<file path="config.mk">
export PLATFORM = sky130hd
export DESIGN_NAME = llr_loader
export DESIGN_NICKNAME = d
export VERILOG_FILES = /design/src/rtl/llr_loader_pkg.sv /design/src/rtl/llr_loader_bank.sv /design/src/rtl/llr_loader.sv
export SDC_FILE = /design/constraint.sdc
export NUM_CORES = 1
export LEC_CHECK = 0
export CORE_MARGIN = 5
export CORE_UTILIZATION = 55
export CTS_CLUSTER_SIZE = 28
export DETAILED_ROUTE_END_ITERATION = 10
export PLACE_DENSITY = 0.86
export RECOVER_POWER = 100
export SLEW_MARGIN = 10
export SYNTH_ARGS = -nofsm -noshare
export SYNTH_HDL_FRONTEND = slang
export SYNTH_SLANG_ARGS = --single-unit
</file>
<file path="constraint.sdc">
create_clock -name clk -period 2.85 [get_ports clk]
set_clock_uncertainty 0.2 [all_clocks]
set_input_delay 0.7125 -clock clk [delete_from_list [all_inputs] [get_ports clk]]
set_output_delay 0.7125 -clock clk [all_outputs]
set_load 0.005 [all_outputs]
</file>
<file path="src/rtl/llr_loader_pkg.sv">
// Shared decoder definitions: default message/input widths and base-matrix
// geometry used by the loader, cnu, vnu and cyc_shift blocks, plus the
// symmetric LLR saturation helper used wherever raw channel LLRs enter the
// decoder datapath.
package llr_loader_pkg;

    localparam int DATA_W = 8;   // decoder message width
    localparam int IN_W   = 12;  // raw channel LLR width
    localparam int R_DEF  = 5;   // block rows of the base matrix
    localparam int D_DEF  = 8;   // lifting size

    // Clip a sign-extended LLR to [-(2^(w-1)-1), +(2^(w-1)-1)]. The most
    // negative code is never produced, so every value has a negatable magnitude.
    function automatic logic signed [31:0] llr_sat(input logic signed [31:0] x,
                                                   input int w);
        logic signed [31:0] lim;
        lim = (32'sd1 <<< (w - 1)) - 32'sd1;
        if (x > lim)
            return lim;
        else if (x < -lim)
            return -lim;
        else
            return x;
    endfunction

endpackage

</file>
<file path="src/rtl/llr_loader_bank.sv">
// One frame bank: depth x data_w register file, single write port and a full
// parallel read of every entry. Contents are not reset; the loader only
// exposes a bank once every entry of it has been written.
//   clk    rising-edge clock
//   we     write enable
//   addr   write index (0..depth-1)
//   wdata  value written at addr
//   rdata  all entries, entry n at rdata[n*data_w +: data_w]
module llr_bank #(
    parameter int data_w = 8,
    parameter int depth  = 40,
    parameter int aw     = $clog2(depth)
) (
    input  logic                      clk,
    input  logic                      we,
    input  logic [aw-1:0]             addr,
    input  logic [data_w-1:0]         wdata,
    output logic [depth*data_w-1:0]   rdata
);

    logic [depth-1:0][data_w-1:0] mem;

    always_ff @(posedge clk) begin
        if (we)
            mem[addr] <= wdata;
    end

    assign rdata = mem;

endmodule

</file>
<file path="src/rtl/llr_loader.sv">
// Channel-LLR input stage of the LDPC decoder. Saturates a serial LLR stream
// to decoder width and assembles R*D-value codewords into a two-bank
// ping-pong buffer; the completed bank is presented in parallel on l_bus
// while the other bank fills.
//   clk/rst      clock, asynchronous active-low reset
//   in_valid/in_ready/in_llr/in_last   input beat handshake
//   l_bus        presented frame, VNU n reads l_bus[n*data_w +: data_w]
//   frame_valid  l_bus holds a complete frame
//   frame_ack    decoder has latched l_bus, bank may be refilled
//   err_len      one-cycle pulse on a codeword length violation
module llr_loader
    import llr_loader_pkg::*;
#(
    parameter int data_w = DATA_W,
    parameter int in_w   = IN_W,
    parameter int R      = R_DEF,
    parameter int D      = D_DEF
) (
    input  logic                  clk,
    input  logic                  rst,
    input  logic                  in_valid,
    output logic                  in_ready,
    input  logic [in_w-1:0]       in_llr,
    input  logic                  in_last,
    output logic [data_w*R*D-1:0] l_bus,
    output logic                  frame_valid,
    input  logic                  frame_ack,
    output logic                  err_len
);

    localparam int N  = R * D;
    localparam int CW = $clog2(N);

    logic [1:0]              full;
    logic [1:0]              full_nxt;
    logic                    wr_bank;
    logic                    rd_bank;
    logic [CW-1:0]           cnt;
    logic                    err_q;
    logic                    accept;
    logic                    release_bank;
    logic                    at_end;
    logic [data_w-1:0]       sat_llr;
    logic [1:0][N*data_w-1:0] bank_q;

    // Gated by rst so the source sees no ready while reset is asserted;
    // otherwise purely a function of registered state.
    assign in_ready     = rst & ~full[wr_bank];
    assign accept       = in_valid & in_ready;
    assign release_bank = frame_ack & full[rd_bank];
    assign at_end       = (cnt == CW'(N - 1));

    assign sat_llr = data_w'(llr_sat({{(32 - in_w){in_llr[in_w-1]}}, in_llr}, data_w));

    for (genvar b = 0; b < 2; b++) begin : g_bank
        llr_bank #(
            .data_w (data_w),
            .depth  (N),
            .aw     (CW)
        ) u_bank (
            .clk   (clk),
            .we    (accept & (wr_bank == 1'(b))),
            .addr  (cnt),
            .wdata (sat_llr),
            .rdata (bank_q[b])
        );
    end

    // A completion can only hit the bank that is not being read when the read
    // bank is full (otherwise in_ready is low), so set and clear never collide.
    always_comb begin
        full_nxt = full;
        if (accept && at_end)
            full_nxt[wr_bank] = 1'b1;
        if (release_bank)
            full_nxt[rd_bank] = 1'b0;
    end

    always_ff @(posedge clk or negedge rst) begin
        if (!rst) begin
            full    <= 2'b00;
            wr_bank <= 1'b0;
            rd_bank <= 1'b0;
            cnt     <= '0;
            err_q   <= 1'b0;
        end else begin
            full  <= full_nxt;
            err_q <= 1'b0;
            if (accept) begin
                if (at_end) begin
                    // Full-length frame is kept even without in_last.
                    cnt     <= '0;
                    wr_bank <= ~wr_bank;
                    err_q   <= ~in_last;
                end else if (in_last) begin
                    // Short frame: discard and refill the same bank.
                    cnt   <= '0;
                    err_q <= 1'b1;
                end else begin
                    cnt <= cnt + 1'b1;
                end
            end
            if (release_bank)
                rd_bank <= ~rd_bank;
        end
    end

    // Zero when nothing is presented so stale bank contents never leak out.
    assign frame_valid = full[rd_bank];
    assign l_bus       = frame_valid ? bank_q[rd_bank] : '0;
    assign err_len     = err_q;

endmodule

</file>
==> results of run 1 <==
## state kept, by name, indices dropped and copies added, names as in the netlist
name,cells
g_bank.u_bank.rdata,640
cnt,6
full,2
err_len,1
rd_bank,1
wr_bank,1
## what timing repair did
item                                   in CTS  in global routing
setup endpoints to repair                 322                322
gates cloned                                5                  7
resized for setup                         142                131
endpoints found under the hold margin       0                  0
setup buffers                               3                  4
pin swaps                                   3                  1
## area by class of cell
cell class | instances | area share, %
repair buffers | 516 | 15.6
inverters | 4 | 0.0460
clock buffers | 68 | 4.62
flip-flops and latches | 651 | 59.7
multi-input cells | 814 | 16.8
clock inverters | 36 | 0.935
well taps | 600 | 2.30
## cell usage in the layout, fill, tap and decap left out, drive strengths merged, types with 2 or more instances in the layout
cell type	netlist	routed
clkinv	0	27
nand3b	3	3
dfrtp	11	11
edfxtp	640	640
inv	4	6
o21a	6	6
clkinvlp	0	2
dlygate4sd3	0	2
nor2b	2	2
clkdlybuf4s15	0	13
nor4	2	2
clkdlybuf4s50	0	233
mux2i	322	322
or4	2	2
dlymetal6s2s	0	33
nand3	6	6
a31oi	2	2
dlygate4sd2	0	11
buf	73	140
a21oi	2	2
bufbuf	0	2
clkbuf	10	150
o21ai	10	10
nor3b	4	4
nand2	25	25
or3	3	3
bufinv	0	5
a22o	2	2
and3	5	5
nor3	5	5
a21o	2	2
or3b	2	2
nor2	403	403
## power by group through the flow
stage	Combinational (mW)	Clock [mW]	Sequential, mW
final	1.27	7.57	10.6
after global routing	1.32	8.04	10.6
after CTS	1.27	7.60	10.6
after detailed placement	1.17	0	10.8
after global placement	1.14	0	10.8
after floorplan	0.691	0	10.8
## cells by family (layout without fill, tap and decap cells)
logic type,after synthesis,after routing
mux,323,323
fa+ha+maj,1,1
simple gates,465,465
xor+xnor,1,1
buf+inv,87,624
compound gates,24,24
flops,651,651
## routing by layer
metal  up-vias  global-route usage (%)  routed length, um  share of wire, %
li1       6696                       -                  -                 -
met4         4                    6.40               1780               2.7
met1      7575                    33.0              24500                37
met2       836                    43.1              33800                51
met5         -                       0                 27             0.041
met3       128                    4.91               5720               8.7
## synthesized netlist by cell type (2+ instances only)
master,instances,area share [%]
sky130_fd_sc_hd__a21o_1,2,0.060
sky130_fd_sc_hd__a21oi_1,2,0.040
sky130_fd_sc_hd__a22o_1,2,0.069
sky130_fd_sc_hd__a31oi_1,2,0.050
sky130_fd_sc_hd__and3_1,5,0.12
sky130_fd_sc_hd__buf_2,53,1.1
sky130_fd_sc_hd__buf_4,20,0.60
sky130_fd_sc_hd__clkbuf_1,10,0.15
sky130_fd_sc_hd__dfrtp_1,11,1.1
sky130_fd_sc_hd__edfxtp_1,640,76
sky130_fd_sc_hd__inv_1,4,0.060
sky130_fd_sc_hd__mux2i_1,322,13
sky130_fd_sc_hd__nand2_1,25,0.37
sky130_fd_sc_hd__nand3_1,6,0.12
sky130_fd_sc_hd__nand3b_1,3,0.089
sky130_fd_sc_hd__nor2_1,403,6.0
sky130_fd_sc_hd__nor2b_1,2,0.050
sky130_fd_sc_hd__nor3_1,4,0.079
sky130_fd_sc_hd__nor3b_1,3,0.089
sky130_fd_sc_hd__o21a_1,6,0.18
sky130_fd_sc_hd__o21ai_0,9,0.18
sky130_fd_sc_hd__or3_1,3,0.074
sky130_fd_sc_hd__or3b_2,2,0.069
sky130_fd_sc_hd__or4_1,2,0.060
## how the worst max path moves through the flow
stage,end,depth (start not counted),slack [ns]
final,l_bus[234],5,-0.58
after global routing,l_bus[198],5,-0.62
after CTS,l_bus[225],6,-0.60
after detailed placement,g_bank[0].u_bank.rdata[176],7,-0.26
after global placement,g_bank[1].u_bank.rdata[256],7,-0.23
after floorplan,g_bank[0].u_bank.rdata[100],4,-0.05
## stage by stage
| step | instances | power (mW) | cell area [um2] | utilization (%) |
|---|---|---|---|---|
| 3_3_place_gp | 2566 | 12.0 | 30500 | 67.2 |
| 2_1_floorplan | 1552 | 11.5 | 25200 | - |
| 5_1_grt | 2689 | 20.0 | 32700 | 72.0 |
| 4_1_cts | 2678 | 19.5 | 32600 | 71.9 |
| 6_report | 2689 | 19.5 | 32700 | 72.0 |
| 3_5_place_dp | 2566 | 12.0 | 30500 | 67.2 |
==> results.txt, run 1 <==
----------------------------------------------------
[Setup path]
  Startpoint Class ... register
  Largest stage delay on the critical path ... about 0.57 ns
  Reg2Reg Setup Slack ... 0.13 ns
  Worst setup path startpoint ... rd_bank
  Count of buffering cells on the critical path with inverters included ... 3
  Worst setup path class ... register to output pin
  Critical-path cell with the highest stage delay ... sky130_fd_sc_hd__clkdlybuf4s50_1
  Maximum fanout along the worst path ... 40
  Reg2reg start ... full[1]
  Worst-path cell chain ... buf_6, buf_16, mux2i_1, nor2_1, clkdlybuf4s50_1
  Data arrival, critical path ... roughly 2.5 ns
  Cell type group with the largest total delay on the critical path ... buffers and inverters
  Capturing point of the worst reg2reg path ... g_bank[1].u_bank.rdata[275]
  Setup crit end kind ... output pin
  R2R cell count ... 5
  Worst EP required ... 1.94 ns

[Placement]
  Placer congestion estimate ... 0.843
  Worst slack at placement ... -0.264 ns
  Count of buffers inserted at the top-level ports ... around 340
  Hpwl dp ... approximately 42000 um

[Timing]
  RSZ-0062 raised after global routing ... true
  Fmax achieved ... 292 MHz
  Max Slew Vio Count ... 81
  Tcrit/Tclk final ... 120%
  Setup TNS Final ... -138.07 ns
  Slew at the pin with the worst max-slew slack ... 1.96 ns
  Worst setup margin ... -0.578 ns
  Hold_ws ... ~0.47 ns
  Time the worst path needs with I/O delays and setup ... approximately 3.4 ns
  Remaining max-slew budget at the tightest pin ... -30.7%
  Number of setup violations in the final report ... 473
  Final hold violation count ... 0

[Global routing]
  Remaining Overflow, GRT ... 0
  Via count of the first global-routing pass ... 15161
  Pin count of the biggest net entering global routing ... 81
  Antenna violations before repair ... 2
  GRT Total Usage ... 25.0%
  Global-route wire length before repair ... between 90000 and 100000 um

[Synthesis]
  Adder and majority cell fraction of the synthesized area ... less than 1%
  Number of nets produced by synthesis ... 1570
  Number of synthesized register bits ... about 650
  Combinational family with the most area after synthesis ... multiplexers
  Fraction of registers with async set or reset after synthesis ... 1.69%
  Yosys warnings ... 0
  Cell area after synthesis ... 25200 um2
  Distinct cell type count after synthesis ... 35
  Fraction of the mapped netlist area in simple logic gates ... 7.36%
  Post-synth EDFFs ... 640
  Area fraction in compound gates after synthesis ... 0.595%
  Commonest register cell after synthesis ... sky130_fd_sc_hd__edfxtp_1
  Syn Area/Cell ... 16.3 um2
  Post-synthesis mux area share ... 12.8%
  Gate Count Post-Synth ... 1552
  Sequential cell area fraction in the yosys report ... 77.3%
  XOR/XNOR Fraction of Synth Area ... 0.0347%

[Floorplanning]
  I/O Pins ... 340
  Initial cell density of the core ... 55.6%
  Floorplan row count ... 78
  Die Width ... 224 um
  Die Ht ... ~220 um
  Area of the die ... 50200 um2
  Floorplan core area ... 45400 um2

[CTS]
  Worst-skew pair later-pin latency ... about 0.60 ns
  TritonCTS clock tree ... built
  Number of buffers added to fix hold violations after cts ... 0
  Deepest clock path buffer count ... 3
  Clock root buffer ... sky130_fd_sc_hd__clkbuf_16
  CTS H-tree depth ... 2
  Number of buffers inserted during clock tree synthesis ... 58
  Clock net sink count ... 651
  Clock-pin slew on the worst setup and hold paths ... 0.06 ns

[Worst hold path]
  Endpoint of the worst hold-timing path ... rd_bank
  Cell depth of the worst min-delay path ... 1
  Worst min-delay path class ... register to register
  HP Start ... full[1]

[Pwr]
  Clock network fraction of design power ... 38.9%
  Fraction of power spent switching nets ... between 20% and 30%
  Worst IR Drop VDD ... approximately 440 uV
  Sequential fraction of design power ... 54.6%
  Internal portion of total power ... 15.3 mW
  Cell Pwr Density ... just under 600 nW/um2
  Portion of total power attributed to combinational logic ... 6.5%
  Switching power ... 4.13 mW
  Leakage Power ... 11.8 nW

[Outcome]
  Status ... finished with violations
  Failing checks ... capacitance limit, slew limit, setup timing

[Drt]
  Average wire per standard cell ... 24.5 um
  Count of antenna-violating nets left after detailed routing ... 0
  Final Routed Wirelength ... 65800 um
  DRC violation total after the first TritonRoute iteration ... 1787
  Mean number of vias per cell ... around 5.7
  DRC violations left ... 0
  First-pass DRT Iterations ... 5
  Routed via count ... between 15000 and 20000

[Final layout]
  Number of nets in the final layout ... 2063
  Area used by multi-input combinational logic ... 5480 um2
  FF+latch area ... 19500 um2
  Number of inserted filler cells in the final layout ... 2712
  Proportion of layout cells with a drive suffix above 1 ... 17.3%
  Signed area change from the synthesized netlist to the final layout ... 29.5%
  Antenna cell count ... 0

[Run]
  Max cap viols ... 1

----------------------------------------------------
No activity file was read; power rests on OpenSTA's default activity.
==> run 2: changes to the inputs <==
--- a/config.mk
+++ b/config.mk
@@ -5,7 +5,7 @@
 export SDC_FILE = /design/constraint.sdc
 export NUM_CORES = 1
 export LEC_CHECK = 0
-export CORE_MARGIN = 5
+export CORE_ASPECT_RATIO = 0.75
 export CORE_UTILIZATION = 55
 export CTS_CLUSTER_SIZE = 28
 export DETAILED_ROUTE_END_ITERATION = 10
==> run 2 against run 1 <==
Effect of this change: the run still ends with capacitance limit, slew limit, setup timing left; maximum frequency rose by 4.9%; core utilization rose by 6.7 points; combinational power rose by 39%; clock-buffer cell count fell by 1; first-iteration DRC count rose by 37%; final cell count rose by 4.5%; register-to-register slack got worse by 0.19 ns; worst setup slack improved by 0.16 ns; clock power rose by 8.5%; global-route usage rose by 4.4 points; critical path type unchanged; largest cell class unchanged.
==> results.txt, run 2 (synthesized netlist as in run 1, its figures left out) <==
----------------------------------------------------
[Outcome]
  Status ... finished with violations
  Failing checks ... capacitance limit, slew limit, setup timing

[Timing]
  Slew at the pin with the worst max-slew slack ... around 1.6 ns
  Worst setup margin ... -0.419 ns
  Max Slew Vio Count ... 57
  Final hold violation count ... 0
  Fmax achieved ... between 300 and 400 MHz
  Tcrit/Tclk final ... 115%
  RSZ-0062 raised after global routing ... true
  Number of setup violations in the final report ... 914
  Remaining max-slew budget at the tightest pin ... -6.00%
  Time the worst path needs with I/O delays and setup ... 3.27 ns

[Global routing]
  Pin count of the biggest net entering global routing ... 57
  Via count of the first global-routing pass ... 15470
  Antenna violations before repair ... 1
  GRT Total Usage ... just under 30%
  Remaining Overflow, GRT ... 0
  Global-route wire length before repair ... 100000 um

[Setup path]
  Worst-path cell chain ... buf_6, buf_16, buf_12, mux2i_2, buf_4, nor2_1, dlygate4sd2_1
  Setup crit end kind ... output pin
  Largest stage delay on the critical path ... roughly 0.55 ns
  Count of buffering cells on the critical path with inverters included ... 5
  Critical-path cell with the highest stage delay ... sky130_fd_sc_hd__dfrtp_4
  Startpoint Class ... register
  Worst EP required ... between 1.5 and 2 ns
  Cell type group with the largest total delay on the critical path ... buffers and inverters
  Worst setup path class ... register to output pin
  Data arrival, critical path ... about 2.4 ns
  Maximum fanout along the worst path ... 8

[CTS]
  Clock root buffer ... sky130_fd_sc_hd__clkbuf_16
  Number of buffers inserted during clock tree synthesis ... 59
  TritonCTS clock tree ... built
  CTS H-tree depth ... 2
  Clock-pin slew on the worst setup and hold paths ... 0.07 ns
  Clock net sink count ... 651
  Deepest clock path buffer count ... 3
  Worst-skew pair later-pin latency ... slightly above 0.6 ns
  Number of buffers added to fix hold violations after cts ... 0

[Floorplanning]
  Floorplan row count ... between 60 and 70
  Area of the die ... 46700 um2
  I/O Pins ... 340
  Die Width ... approximately 250 um
  Floorplan core area ... 44900 um2
  Initial cell density of the core ... 56.1%
  Die Ht ... 187 um

[Drt]
  Count of antenna-violating nets left after detailed routing ... 0
  Average wire per standard cell ... 30.2 um
  DRC violation total after the first TritonRoute iteration ... around 2400
  Mean number of vias per cell ... 6.21
  First-pass DRT Iterations ... 5
  Routed via count ... between 15000 and 20000
  Final Routed Wirelength ... 84800 um
  DRC violations left ... 0

[Placement]
  Worst slack at placement ... -0.188 ns
  Count of buffers inserted at the top-level ports ... 339
  Placer congestion estimate ... 0.848
  Hpwl dp ... between 40000 and 50000 um

[Final layout]
  Number of flip-flops in the largest register ... 640
  Most common cell after layout, fill and taps aside ... sky130_fd_sc_hd__edfxtp_1
  Proportion of layout cells with a drive suffix above 1 ... 44.4%
  Number of inserted filler cells in the final layout ... 2098
  Signed area change from the synthesized netlist to the final layout ... 40.2%
  Number of nets in the final layout ... 2192
  Antenna cell count ... 0
  Leading cell types in the layout, fill and taps excluded ... sky130_fd_sc_hd__edfxtp_1, sky130_fd_sc_hd__mux2i_1, sky130_fd_sc_hd__nor2_1

[Pwr]
  Sequential fraction of design power ... 51.6%
  Switching power ... 4.80 mW
  Fraction of power spent switching nets ... a little under a quarter
  Cell Pwr Density ... 582 nW/um2
  Internal portion of total power ... 15.8 mW
  Worst IR Drop VDD ... 598 uV
  Overall power of the completed layout ... roughly 21 mW
  Portion of total power attributed to combinational logic ... about 8.6%
  Clock network fraction of design power ... 39.8%
  Leakage Power ... 13.6 nW

[Worst hold path]
  Worst min-delay path class ... register to register

[Run]
  Max cap viols ... 1

----------------------------------------------------
## run 2: changes by cell type in the layout (fill, tap and decap cells not counted), sizes merged
cell,previous run,this run
clkdlybuf4s50,233,15
dlymetal6s2s,33,53
bufbuf,2,1
clkdlybuf4s15,13,8
dlygate4sd2,11,7
bufinv,5,7
clkinv,27,34
clkbuf,150,240
buf,140,385
## run 2: final timing paths
path	from	to	slack, ns	cells after the start
setup / recovery	rd_bank	l_bus[211]	-0.42	7
hold / removal	full[1]	rd_bank	0.49	2
setup reg to reg	cnt[2]	g_bank[0].u_bank.rdata[50]	-0.06	3
hold reg to reg	full[1]	rd_bank	0.49	2
max in group asynchronous	rst	rd_bank	1.26	2
min in group asynchronous	rst	cnt[1]	0.61	2
## run 2: repair_timing
item,CTS,global route
pin swaps,7,87
buffers inserted,10,70
endpoints found under the hold margin,0,0
cloned,11,31
gates resized for setup,307,1178
setup endpoints to repair,322,322
## run 2: layout make-up
cell class              count  area, um2  share of cell area (%)
repair buffers            644       5970                    16.9
well taps                 586        733                    2.07
multi-input cells         814       7210                    20.4
flip-flops and latches    651      19500                    55.1
clock inverters            45        432                    1.22
inverters                   4       15.0                  0.0425
clock buffers              67       1510                    4.26
## run 2: routing by layer
metal	track usage [%]	vias up	part of all wire (%)
met5	0	-	0.0094
met1	41.2	8685	36
met2	46.4	1535	47
met3	6.99	282	12
met4	8.24	2	4.2
li1	-	6962	-
## run 2: power groups by stage
| stage | logic [mW] | registers [mW] | clock network [mW] |
|---|---|---|---|
| floorplan | 0.691 | 10.8 | 0 |
| global placement | 1.19 | 10.8 | 0 |
| detailed placement | 1.22 | 10.8 | 0 |
| CTS | 1.38 | 10.6 | 7.96 |
| global route | 1.79 | 10.6 | 8.51 |
| finish | 1.77 | 10.6 | 8.21 |
## run 2: worst min-delay path, delay by kind of cell, from the launching register on
kind,cells,cell delay [ns]
buf+inv,1,0.16
compound gates,1,0.10
flops,1,0.39
## run 2: metrics by stage
stage	hold slack, ns	util, %	instances	cell area, um2	TNS (ns)
floorplan	0.217	-	1552	25200	-23.53
global route	0.523	78.7	2811	35400	-153.08
CTS	0.293	74.4	2717	33400	-137.51
global placement	0.399	68.5	2584	30800	-89.73
finish	0.491	78.7	2811	35400	-136.38
detailed placement	0.424	68.5	2584	30800	-83.83
